## config.mk

```make
export PLATFORM = sky130hd
export DESIGN_NAME = mem_arbiter
export DESIGN_NICKNAME = d
export VERILOG_FILES = /design/src/rtl/cpu_types_pkg.sv /design/src/rtl/mem_arbiter.sv
export SDC_FILE = /design/constraint.sdc
export NUM_CORES = 1
export LEC_CHECK = 0
export CELL_PAD_IN_SITES_DETAIL_PLACEMENT = 1
export CELL_PAD_IN_SITES_GLOBAL_PLACEMENT = 2
export CORE_ASPECT_RATIO = 1.1
export CORE_MARGIN = 2
export CORE_UTILIZATION = 17
export DETAILED_ROUTE_END_ITERATION = 12
export GPL_TIMING_DRIVEN = 0
export PLACE_DENSITY_LB_ADDON = 0.1
export SLEW_MARGIN = 20
export SYNTH_ARGS = -nofsm -noshare
export SYNTH_HDL_FRONTEND = slang
export SYNTH_SLANG_ARGS = --single-unit
```

## constraint.sdc

```tcl
create_clock -name CLK -period 2.4 [get_ports CLK]
set_input_delay 0.48 -clock CLK [delete_from_list [all_inputs] [get_ports CLK]]
set_output_delay 0.48 -clock CLK [all_outputs]
set_load 0.01 [all_outputs]
```

## src/rtl/cpu_types_pkg.sv

```systemverilog
// Shared CPU-wide types: the machine word and the memory arbiter state encoding.
package cpu_types_pkg;

    localparam int WORD_W = 32;

    typedef logic [WORD_W-1:0] word_t;

    typedef enum logic [1:0] {
        IDLE = 2'd0,
        IACC = 2'd1,
        DACC = 2'd2
    } arb_state_t;

endpackage

```

## src/rtl/mem_arbiter.sv

```systemverilog
// Shares one fixed-latency RAM between the instruction-fetch port and the data
// port. One port is granted at a time. Its address and store data are captured
// at the grant, and completion is signalled in the last access cycle. A waiting
// data request wins over a waiting instruction request unless the previous
// completed access was also a data access, so continuous contention alternates.
module mem_arbiter
    import cpu_types_pkg::*;
#(
    parameter int unsigned LAT = 2
) (
    input  logic  CLK,
    input  logic  RST,
    input  logic  iREN,
    input  word_t iaddr,
    output logic  iwait,
    output word_t iload,
    input  logic  dREN,
    input  logic  dWEN,
    input  word_t daddr,
    input  word_t dstore,
    output logic  dwait,
    output word_t dload,
    output logic  ramREN,
    output logic  ramWEN,
    output word_t ramaddr,
    output word_t ramstore,
    input  word_t ramload
);

    localparam logic [3:0] CNT_INIT = 4'(LAT - 1);

    arb_state_t r_state;
    logic [3:0] r_cnt;
    logic       r_lastD;

    logic w_dReq;
    logic w_grantReq;

    assign w_dReq     = dREN | dWEN;
    assign w_grantReq = (r_state == IACC) ? iREN : w_dReq;

    // Grant, count down the access latency, then complete or abort back to IDLE.
    always_ff @(posedge CLK or posedge RST) begin
        if (RST) begin
            r_state  <= IDLE;
            r_cnt    <= 4'd0;
            r_lastD  <= 1'b0;
            ramaddr  <= '0;
            ramstore <= '0;
        end else begin
            case (r_state)
                IDLE: begin
                    if (w_dReq && (!iREN || !r_lastD)) begin
                        r_state  <= DACC;
                        r_cnt    <= CNT_INIT;
                        ramaddr  <= daddr;
                        ramstore <= dstore;
                    end else if (iREN) begin
                        r_state <= IACC;
                        r_cnt   <= CNT_INIT;
                        ramaddr <= iaddr;
                    end
                end
                IACC, DACC: begin
                    if (!w_grantReq) begin
                        r_state <= IDLE;
                        r_cnt   <= 4'd0;
                    end else if (r_cnt == 4'd0) begin
                        r_state <= IDLE;
                        r_lastD <= (r_state == DACC);
                    end else begin
                        r_cnt <= r_cnt - 4'd1;
                    end
                end
                default: begin
                    r_state <= IDLE;
                    r_cnt   <= 4'd0;
                end
            endcase
        end
    end

    // RAM strobes follow the granted port; wait drops and load passes through on the final cycle.
    always_comb begin
        iwait  = iREN;
        dwait  = w_dReq;
        iload  = '0;
        dload  = '0;
        ramREN = 1'b0;
        ramWEN = 1'b0;
        case (r_state)
            IACC: begin
                ramREN = 1'b1;
                if ((r_cnt == 4'd0) && iREN) begin
                    iwait = 1'b0;
                    iload = ramload;
                end
            end
            DACC: begin
                ramREN = dREN;
                ramWEN = dWEN;
                if ((r_cnt == 4'd0) && w_dReq) begin
                    dwait = 1'b0;
                    dload = ramload;
                end
            end
            default: begin
            end
        endcase
    end

endmodule

```

==> run metrics <==
Yosys top cell by area=dfrtp_1; I/O Buffers=264; CTS Buf Count=9; startpoint types=register; Hold Fails Final Rpt=0; DRT Pass-1 Iters=3; Final setup viols=37; initial antenna violation count=0; VDD IR max=364 uV; FILL cells=2394; # diodes=0; Lkg Pwr=3.30 nW; Max Fclk=396 MHz; TritonCTS clock tree=built; Synth Flop Type=dfrtp_1; EDFF count, synth=0; FF-to-FF End=ramaddr[31]$_DFFE_PP0P_; fin nets=776; Post-synth ARST share=100%; post-layout util=35.1%; Area contributors post-synth=dfrtp_1 49%, and2_1 11%, mux2i_1 9.1%, mux2_1 9.0%, o21ai_0 4.6%; Synth cell types=37; clock latency on the worst-skew pair=between 0.3 and 0.4 ns; status=finished, violations left; R2R depth=7; Site Rows=56; crit path time final=2.52 ns; register bit total from synthesis=a little over 70; Post-DP HPWL=11200 microns; clock tree buffer depth=2; CP Cell Sequence=inv_2 -> ha_4 -> nor3b_4 -> and3b_2 -> buf_8 -> buf_6 -> and2_4 -> buf_6; share of cells above drive strength 1=roughly 30%; GR Util All Layers=12.6%; CP peak stage delay=0.40 ns; critical path type=reg2out; Iter 0 DRT Violations=48; Crit Path Max Fanout=5; Slowest cell on crit path=dfrtp_1; max-slew violation count=0; Worst Max-Slew Pin Slew=about 0.54 ns; Yosys warning count=0; FF-to-FF Start=r_state[0]$_DFFE_PP0P_; via count=~3700; H-tree depth=3; sequential-to-total area share from yosys stat=between 40% and 50%; reg2reg setup slack=about 0.51 ns; die area=22500 sq um; first-pass GRT wire length=21900 microns; final hold slack=between 0.4 and 0.5 ns; syn nets=474; Cell Pwr Density=993 nW/um^2; Starting Density=17.1%; skew final=around 0.007 ns; DIE HEIGHT=157 microns; WL final=14500 microns; routed vias/inst=3.92; slew margin rel.=63.8%; FF/Latch Area=1780 sq um; vias in the first global route=3964; Post-Syn Area=3620 sq um; Layout area overhead=105%; post-route ant nets=0; RSZ-0062 raised after global routing=yes; pin count of the biggest net entering global routing=52; CP arrival=2.04 ns; max_cap viols=0; IO Pins=265; top cell type's share of synthesized area=49.0%; failing checks=setup timing; dpl ws=-0.770 ns; clock sink count=a little over 70; Critical Path Source=r_cnt[0]$_DFFE_PP0P_; top-count cell post-synth=dfrtp_1; Critical Path RT=around 1.9 ns; kind of end point of the critical path=output pin; DRC violations left=0; DR WL/cell=~16 microns; Chip Width=roughly 140 microns; Tcrit/Tclk final=105%; most used cell, CP=buf_6; global route overflow=0; Core Region=21200 sq um; Post-synth top cells=71 x dfrtp_1, 65 x and2_1, 36 x nand2_1, 33 x mux2i_1, 33 x o21ai_0; post-synthesis cell count=335; CTS clk-pin slew, worst paths=0.06 ns; post-route setup slack=-0.123 ns; worst min path class=in2async; Mean Syn Cell Area=10.8 sq um; RD Place Congestion=around 0.69; Multi-input gate area=1910 sq um; Root Driver=clkbuf_16
## how the worst max path moves through the flow
stage	endpoint	slack [ns]
after floorplan	r_cnt[0]$_DFFE_PP0P_	0.12
after detailed placement	dload[11]	-0.77
after global placement	ramaddr[2]$_DFFE_PP0P_	-1.37
after global routing	dload[11]	-0.24
after CTS	dload[25]	-0.14
final	dload[11]	-0.12
## area by class of cell
type                    instances  area share [%]
inverters                       5           0.286
clock inverters                 7           0.724
clock buffers                   9            3.03
plain buffers                  17            1.60
well taps                     290            4.88
repair buffers                293            39.8
multi-input cells             240            25.7
flip-flops and latches         71            23.9
## what timing repair did
| item | CTS | global route |
|---|---|---|
| cloned | 3 | 1 |
| gates resized for setup | 332 | 95 |
| setup endpoints to repair | 67 | 69 |
| hold buffers | 0 | 0 |
| setup buffers | 21 | 3 |
| pin swaps | 34 | 13 |
## critical path, delay by kind of cell (launching register included)
family                     cells  cell delay (ns)
and+or+nand+nor                3             0.75
buffers and inverters          4             0.43
DFF                            1             0.40
adders and majority gates      1             0.12
## where the power goes
group / internal [mW] / switching (mW) / total [mW]
Combinational: 2.26 / 1.75 / 4.00
Sequential: 1.80 / 0.319 / 2.11
Clock: 0.708 / 0.554 / 1.26
Total: 4.76 / 2.62 / 7.38
## logic make-up after synthesis
logic type / share of synthesized area, %
buffers and inverters: 2.73
muxes: 19.4
and+or+nand+nor: 19.5
DFF: 49.0
adders and majority gates: 2.07
AOI/OAI and AO/OA: 7.32
## layer usage
| layer | wire, microns | GRT usage [%] | up-vias |
|---|---|---|---|
| li1 | - | - | 1749 |
| met1 | 5550 | 13.4 | 1731 |
| met2 | 7580 | 23.7 | 159 |
| met3 | 1080 | 3.10 | 13 |
| met4 | 242 | 5.18 | 0 |
| met5 | 0 | 0 | - |
## per-stage QoR
stage	total power, mW	TNS (ns)	cells	instance area (sq um)
finish	7.38	-2.97	932	7430
CTS	7.41	-3.96	930	7110
floorplan	3.73	0	335	3620
global route	7.94	-8.30	932	7430
detailed placement	5.84	-47.51	890	6660
global placement	5.76	-138.11	889	6630
## registers in the layout, indices dropped and copies added (netlist names)
register,count
r_cnt,4
r_lastD,1
r_state,2
ramstore,32
ramaddr,32
## placed cells by master, fill, tap and decap left out, types with 2 or more instances in the layout
master,Yosys,routed
clkbuf_2,0,2
o21ai_0,33,33
dfrtp_1,71,71
inv_6,0,3
nor3_1,2,2
buf_6,0,69
clkdlybuf4s50_1,0,195
inv_1,5,2
inv_2,0,2
mux2_1,29,29
nand2b_1,2,2
mux2i_1,33,33
buf_4,0,10
mux2_2,4,4
and2_1,65,11
or3_1,2,2
clkbuf_16,0,9
clkbuf_1,12,5
and2_4,0,54
buf_8,0,6
clkinvlp_4,0,3
buf_2,7,17
o31ai_1,3,3
dlygate4sd2_1,0,5
o2bb2ai_1,3,3
nand2_1,36,36
ha_1,6,5
a21oi_1,2,2
No activity file was read; power rests on OpenSTA's default activity.
